## config.mk

```make
export PLATFORM = sky130hd
export DESIGN_NAME = mult_hilo_ctrl_flat
export DESIGN_NICKNAME = d
export VERILOG_FILES = /design/src/rtl/mult_hilo_ctrl_if.sv /design/src/rtl/mult_hilo_ctrl.sv /design/src/flat_wrapper.sv
export SDC_FILE = /design/constraint.sdc
export NUM_CORES = 1
export LEC_CHECK = 0
export CAP_MARGIN = 0
export CORE_UTILIZATION = 30
export CTS_CLUSTER_DIAMETER = 200
export CTS_CLUSTER_SIZE = 30
export DETAILED_ROUTE_END_ITERATION = 12
export PLACE_DENSITY_LB_ADDON = 0.05
export REMOVE_ABC_BUFFERS = 1
export SLEW_MARGIN = 10
export SYNTH_ARGS = -nofsm -noshare
export SYNTH_HDL_FRONTEND = slang
export SYNTH_SLANG_ARGS = --single-unit
```

## constraint.sdc

```tcl
create_clock -name clk -period 1.98 [get_ports clk]
set_clock_uncertainty 0.2 [all_clocks]
set_input_delay 0.297 -clock clk [delete_from_list [all_inputs] [get_ports clk]]
set_output_delay 0.297 -clock clk [all_outputs]
set_load 0.005 [all_outputs]
```

## src/rtl/mult_hilo_ctrl_if.sv

```systemverilog
// Request channel from the execute stage into the HI/LO multiply controller.
// The master drives an op and its operands; the slave (controller) answers with ready.
interface mult_hilo_ctrl_if #(
  parameter int WIDTH = 32
);
  logic             req_valid;
  logic             req_ready;
  logic [1:0]       req_op;
  logic [WIDTH-1:0] req_a;
  logic [WIDTH-1:0] req_b;

  modport master (
    output req_valid, req_op, req_a, req_b,
    input  req_ready
  );

  modport slave (
    input  req_valid, req_op, req_a, req_b,
    output req_ready
  );
endinterface

```

## src/rtl/mult_hilo_ctrl.sv

```systemverilog
// Issue/writeback controller for the iterative signed multiplier; owns HI/LO.
// Optional accumulate op (req_op 11 = MADD) is built only when MULT_HILO_MADD_EN is defined.
module mult_hilo_ctrl #(
  parameter int WIDTH = 32
) (
  input  logic                 clk,
  input  logic                 rst,
  mult_hilo_ctrl_if.slave      req,
  output logic                 mult_begin,
  output logic [WIDTH-1:0]     mult_op1,
  output logic [WIDTH-1:0]     mult_op2,
  input  logic [2*WIDTH-1:0]   mult_product,
  input  logic                 mult_end,
  output logic [WIDTH-1:0]     hi,
  output logic [WIDTH-1:0]     lo,
  output logic                 busy,
  output logic                 done
);

  localparam int PW = 2 * WIDTH;
  localparam logic [1:0] OP_MTHI = 2'b01;
  localparam logic [1:0] OP_MTLO = 2'b10;

  typedef enum logic [1:0] {
    IDLE,
    RUN,
    GAP
  } state_e;

  state_e           state_q, state_d;
  logic [WIDTH-1:0] hi_q, hi_d;
  logic [WIDTH-1:0] lo_q, lo_d;
  logic [WIDTH-1:0] op1_q, op1_d;
  logic [WIDTH-1:0] op2_q, op2_d;
  logic signed [PW-1:0] hilo_wb;

`ifdef MULT_HILO_MADD_EN
  localparam logic [1:0] OP_MADD = 2'b11;

  logic madd_q, madd_d;

  // Two's-complement accumulate; wraps modulo 2^PW by construction.
  function automatic logic signed [PW-1:0] acc_wrap(
    input logic signed [PW-1:0] acc,
    input logic signed [PW-1:0] prod
  );
    return acc + prod;
  endfunction

  assign hilo_wb = madd_q ? acc_wrap($signed({hi_q, lo_q}), $signed(mult_product))
                          : $signed(mult_product);
`else
  assign hilo_wb = $signed(mult_product);
`endif

  always_comb begin
    state_d = state_q;
    hi_d    = hi_q;
    lo_d    = lo_q;
    op1_d   = op1_q;
    op2_d   = op2_q;
`ifdef MULT_HILO_MADD_EN
    madd_d  = madd_q;
`endif
    case (state_q)
      IDLE: begin
        if (req.req_valid) begin
          case (req.req_op)
            OP_MTHI: hi_d = req.req_a;
            OP_MTLO: lo_d = req.req_a;
            default: begin
              op1_d   = req.req_a;
              op2_d   = req.req_b;
`ifdef MULT_HILO_MADD_EN
              madd_d  = (req.req_op == OP_MADD);
`endif
              state_d = RUN;
            end
          endcase
        end
      end
      RUN: begin
        if (mult_end) begin
          {hi_d, lo_d} = hilo_wb;
          state_d      = GAP;
        end
      end
      // Forced mult_begin-low cycle so the multiplier reloads on the next request.
      GAP:     state_d = IDLE;
      default: state_d = IDLE;
    endcase
  end

  always_ff @(posedge clk) begin
    if (rst) begin
      state_q <= IDLE;
      hi_q    <= '0;
      lo_q    <= '0;
      op1_q   <= '0;
      op2_q   <= '0;
`ifdef MULT_HILO_MADD_EN
      madd_q  <= 1'b0;
`endif
    end else begin
      state_q <= state_d;
      hi_q    <= hi_d;
      lo_q    <= lo_d;
      op1_q   <= op1_d;
      op2_q   <= op2_d;
`ifdef MULT_HILO_MADD_EN
      madd_q  <= madd_d;
`endif
    end
  end

  assign req.req_ready = (state_q == IDLE);
  assign busy          = (state_q != IDLE);
  assign mult_begin    = (state_q == RUN);
  assign done          = (state_q == GAP);
  assign mult_op1      = op1_q;
  assign mult_op2      = op2_q;
  assign hi            = hi_q;
  assign lo            = lo_q;

endmodule

```

## src/flat_wrapper.sv

```systemverilog
// flat-port wrapper written by rule: the top's interface ports become plain ports
module mult_hilo_ctrl_flat 
#(
  parameter int WIDTH = 32
)
  (clk, rst, mult_begin, mult_op1, mult_op2, mult_product, mult_end, hi, lo, busy, done, req_req_valid, req_req_op, req_req_a, req_req_b, req_req_ready);
  mult_hilo_ctrl_if #(.WIDTH(WIDTH)) req_i ();
  input  logic clk;
  input  logic rst;
  output logic mult_begin;
  output logic [WIDTH-1:0] mult_op1;
  output logic [WIDTH-1:0] mult_op2;
  input  logic [2*WIDTH-1:0] mult_product;
  input  logic mult_end;
  output logic [WIDTH-1:0] hi;
  output logic [WIDTH-1:0] lo;
  output logic busy;
  output logic done;
  input wire logic [$bits(req_i.req_valid)-1:0] req_req_valid;
  input wire logic [$bits(req_i.req_op)-1:0] req_req_op;
  input wire logic [$bits(req_i.req_a)-1:0] req_req_a;
  input wire logic [$bits(req_i.req_b)-1:0] req_req_b;
  output wire logic [$bits(req_i.req_ready)-1:0] req_req_ready;
  assign req_i.req_valid = req_req_valid;
  assign req_i.req_op = req_req_op;
  assign req_i.req_a = req_req_a;
  assign req_i.req_b = req_req_b;
  assign req_req_ready = req_i.req_ready;
  mult_hilo_ctrl #(.WIDTH(WIDTH)) u_core (.clk(clk), .rst(rst), .req(req_i), .mult_begin(mult_begin), .mult_op1(mult_op1), .mult_op2(mult_op2), .mult_product(mult_product), .mult_end(mult_end), .hi(hi), .lo(lo), .busy(busy), .done(done));
endmodule
```

After elaboration in Yosys (flattened, before gate mapping)
Cells that the tools add are included. W data, S select, Z words.

Bits of input ports: 134. Register bits: 130.

Mux-type cells: 12. Reduce and logical (&&, ||, !) cells: 8. Equal/unequal tests: 9. Bitwise operators: 1.

Operators by type and width (count): $mux W32 (6); $pmux W32 S2 (2); $reduce_and A4 Y1 (2); $mux W2 (3); $ne A2 B1 Y1 const B (3); $reduce_and A3 Y1 (2); $eq A2 B1 Y1 const B (2); $eq A2 B2 Y1 const B (2); $ne A2 B2 Y1 const B (2); $pmux W2 S2 (1); $reduce_bool A2 Y1 (2); $logic_not A2 Y1 (1); $reduce_or A2 Y1 (1); $not A1 Y1 (1).

Longest topological paths before layout
Depth after elaboration: 5. Mapped depth: 8. Depth with buffers taken out: 5.

Worst setup path after synthesis
Ideal clock, no wire load.

Path type: in2reg. Start point: input req_req_op[0]. End point: register u_core.lo_q[10] (netlist: u_core.lo[10]). Buffers on the path: 3. Cell stages on the path: 8. Slack: 0.263 ns. Data arrival time: 1.429 ns. Cell sequence: inv_1 ha_1 nor4bb_1 buf_2 or2_1 buf_2 buf_6 a311oi_2.

Cells in the longest elaborated chain, start to end: 3.

Ends and longest elaborated chain: from (decl) (RTL line flat_wrapper.sv:20) `input wire logic [$bits(req_i.req_op)-1:0] req_req_op;`; $eq A2 B2 Y1 (RTL line mult_hilo_ctrl.sv:68) `case (req.req_op)`; $ne A2 B1 Y1 (no line); $reduce_and A4 Y1 (no line); to (signal assigned) (RTL line mult_hilo_ctrl.sv:107) `lo_q <= lo_d;`; to (decl) (RTL line mult_hilo_ctrl.sv:32) `logic [WIDTH-1:0] lo_q, lo_d;`.

No other way between the ends. A chain may end at the register's enable or synchronous reset.

Worst setup path in the final report
Start point: input req_req_op[0]. End point: register u_core.op2_q[3] (netlist: u_core.mult_op2[3]).

Cells in the longest elaborated chain, start to end: 4. Elaborated cells on any way between the ends: 5.

Ends and longest elaborated chain: $eq A2 B1 Y1 / $eq A2 B2 Y1 (equally long branches) (RTL line mult_hilo_ctrl.sv:68); $reduce_or A2 Y1 (no line) *; $not A1 Y1 (no line) *; $reduce_and A3 Y1 (no line) *; to (signal assigned) (RTL line mult_hilo_ctrl.sv:109) `op2_q <= op2_d;`; to (decl) (RTL line mult_hilo_ctrl.sv:34) `logic [WIDTH-1:0] op2_q, op2_d;`.

Mark *: on every way between the ends. The rest lies on a longest branch, timed or not.

==> reports/qor.log <==
[worst_setup_path] data arrival time of the critical path 2030 ps
[layout] most common library cell in the layout ignoring fill and taps clkdlybuf4s50_1
[flow_run] max_cap viols 0
[hold_path] worst hold path class in -> reg
[layout] Finished Cell Area 9130 µm²
[timing] worst hold slack after final layout 42.7 ps
[logic_synthesis] area share of xor/xnor cells in the synthesized design 0
[grt] wire length of the first global-routing pass 29.7 mm
[placed_design] routability cong. 0.765
[worst_setup_path] Worst Path Required 2130 ps
[worst_setup_path] buffer and inverter count on the worst path 3
[drt] routed wire length on met2 9.76 mm
[timing] Final Critical Period 1880 ps
[timing] slack of the critical path 101 ps
[grt] initial antenna violation count 0
[die] Core ar. 18000 µm²
[timing] setup tns final 0 ps
[die] die width 137 µm
[placed_design] Buffers on Ports 265
[logic_synthesis] number of synthesized register bits 130
[placed_design] instance count after placement with tap cells included 1087
[layout] Core Util, Final 0.508
[worst_setup_path] CP peak stage delay 480 ps
[grt] overall track demand over capacity in global routing 0.209
[placed_design] half-perimeter wire length after detailed placement 13.5 mm
[drt] mean routed wirelength per cell 17.4 µm
[clock_tree] cts hold-fix bufs 0
[clock_tree] source-to-sink clock delay at the later pin of the worst-skew pair 420 ps
[power] power density relative to cell area 829 nW/µm²
[drt] Antenna Violating Nets Remaining 0
[drt] met1 routed wirelength after detailed routing 8.12 mm
[layout] fraction of final layout cells with drive strength greater than 1 0.148
[layout] most used cells in the layout excluding fill and tap cells clkdlybuf4s50_1, nand2_1, dfxtp_1, nor3_1, a21oi_1
[drt] routed wire length 19.5 mm
[logic_synthesis] count of flip-flops with a built-in enable after synthesis 0
[logic_synthesis] share of the synthesized area in compound gates (AO/OA/AOI/OAI) 0.229
[clock_tree] clock tree from TritonCTS built
[logic_synthesis] Synth Warn # 0
[clock_tree] level count of the clock H-tree 4
[placed_design] area of placed instances 8510 µm²
[drt] wire length on met3 1.26 mm
[worst_setup_path] CP Class in -> reg
[run_status] run status complete, no violations
[grt] number of global-route vias before repair 5601
[logic_synthesis] count of different cell masters after synthesis 22
[die] IO Count 266
[worst_setup_path] chain of cells forming the critical path clkdlybuf4s50_1 -> inv_1 -> ha_1 -> nor4bb_4 -> buf_12 -> nand2_1 -> a21oi_1
[logic_synthesis] mean instance size in the synthesized netlist 8.73 µm²
[layout] non-filler cells in the finished layout 1121
[timing] ratio of final minimum period to clock period 0.949
[die] Cell Rows 49
[clock_tree] register clock-pin slew on the reported worst setup and hold paths 60 ps
[worst_setup_path] endpoint type of the worst setup path flop
[layout] area used by multi-input combinational logic 2620 µm²
[layout] antenna diode instance count 0
[drt] total via count after detailed routing 5504
[timing] Final Slew Violations 0
[clock_tree] Num CTS Buffers 17
[timing] RSZ-0062 raised after global routing yes
[power] IR Drop Worst-Case VDD 0.608 mV
[logic_synthesis] post-synthesis share of cell area spent on and, or, nand and nor gates 0.229
[logic_synthesis] Syn Std Cell Area 5490 µm²
[grt] pin count of the biggest net entering global routing 52
[logic_synthesis] share of the yosys chip area belonging to registers 0.474
[timing] count of final hold-check violations 0
[drt] Avg Vias per Cell 4.91
[logic_synthesis] main combinational cell family by area after synthesis compound AO/OA/AOI/OAI gates
[worst_setup_path] sort of element at the start of the critical path input pin
[layout] Nets 1016
[clock_tree] CTS Buffer Depth 2
[logic_synthesis] Async SR Flop Fraction 0
[drt] highest routing layer actually used met4
[worst_setup_path] top cell family by delay on the critical path buffers and inverters
[power] total power after layout 7.57 mW
[drt] DR pass1 iterations 5
[timing] final setup vio count 0
[timing] slew at the pin closest to its max-slew limit 473 ps
[placed_design] setup slack after placement -370 ps
[clock_tree] clock root buffer clkbuf_16
[clock_tree] clock sink count 130
[logic_synthesis] Synth Area in Adders 0.00456
[layout] Layout area overhead 66.3%
[drt] initial DRC count 240
[logic_synthesis] most frequently used flop master after synthesis dfxtp_1
[timing] headroom to the max-slew limit 0.685
[layout] layout filler cell count 1667
[die] starting density of the core 0.306
[timing] FMAX 532 MHz
[logic_synthesis] mux share of post-synthesis cell area 0.00205
[die] Die Y-Extent 137 µm
[die] Die Outline Area 18800 µm²
[logic_synthesis] count of mapped cells out of synthesis 629
[layout] sequential cell area in the final layout 2610 µm²
[grt] residual overflow from global routing 0
[worst_setup_path] crit-path max FO 43
[worst_setup_path] critical path's slowest cell clkdlybuf4s50_1
[drt] final routed DRC violation total 0
[power] P_leak 3.18 nW
## per-layer routing
layer	GRT usage	vias to the layer above
met1	0.239	2635
met3	0.0625	21
met2	0.368	160
li1	-	2688
met5	0	-
met4	0.0726	0
## worst register-to-register path: cells and delay by family, from the launching register on
family,cells,cell delay [ps]
buf+inv,3,540
simple gates,2,440
flops,1,370
compound gates,1,240
## state kept, by name, indices dropped and copies added, names as in the netlist
name and count:
u_core.hi 32, u_core.lo 32, u_core.state_q 2, u_core.mult_op1 32, u_core.mult_op2 32
## layout make-up
| type | count | share of cell area |
|---|---|---|
| repair buffers | 295 | 0.330 |
| clock buffers | 22 | 0.0519 |
| clock inverters | 9 | 0.0117 |
| well taps | 229 | 0.0314 |
| multi-input cells | 432 | 0.287 |
| inverters | 4 | 0.00164 |
| flip-flops and latches | 130 | 0.286 |
## cell usage after synthesis (all sizes together) (2+ instances only)
library cell / number / area (µm²)
inv: 4 / 15.0
ha: 2 / 25.0
buf: 33 / 210
nor4bb: 3 / 30.0
nor3: 65 / 325
clkbuf: 30 / 113
or2: 2 / 12.5
nand2: 225 / 845
a21oi: 64 / 320
a311oi: 64 / 936
dfxtp: 130 / 2600
## report_power, final
| group | internal, mW | switching (mW) |
|---|---|---|
| clock | 1.94 | 1.16 |
| sequential | 2.81 | 0.100 |
| combinational | 0.868 | 0.690 |
## repair_timing
action / in CTS / in global routing
pin swaps: 0 / 0
hold endpoints to repair: 0 / 0
gates resized for setup: 9 / 2
setup buffers: 3 / 0
endpoints found under the setup margin: 11 / 46
## cell families (layout without fill, tap and decap cells)
kind of cell	count (synthesis)	in the layout
DFF	130	130
buffers and inverters	67	330
muxes	1	1
and+or+nand+nor	301	301
AOI/OAI and AO/OA	128	128
adders and majority gates	2	2
## path summary, 6_finish.rpt
kind	from	endpoint	slack [ps]	depth (start not counted)
setup / recovery	req_req_op[0]	u_core.mult_op2[3]	100	7
hold / removal	rst	u_core.mult_op2[7]	40	2
setup reg to reg	u_core.state_q[0]	u_core.lo[11]	110	6
hold reg to reg	u_core.mult_op2[9]	u_core.mult_op2[9]	250	2
No activity file was read; power rests on OpenSTA's default activity.
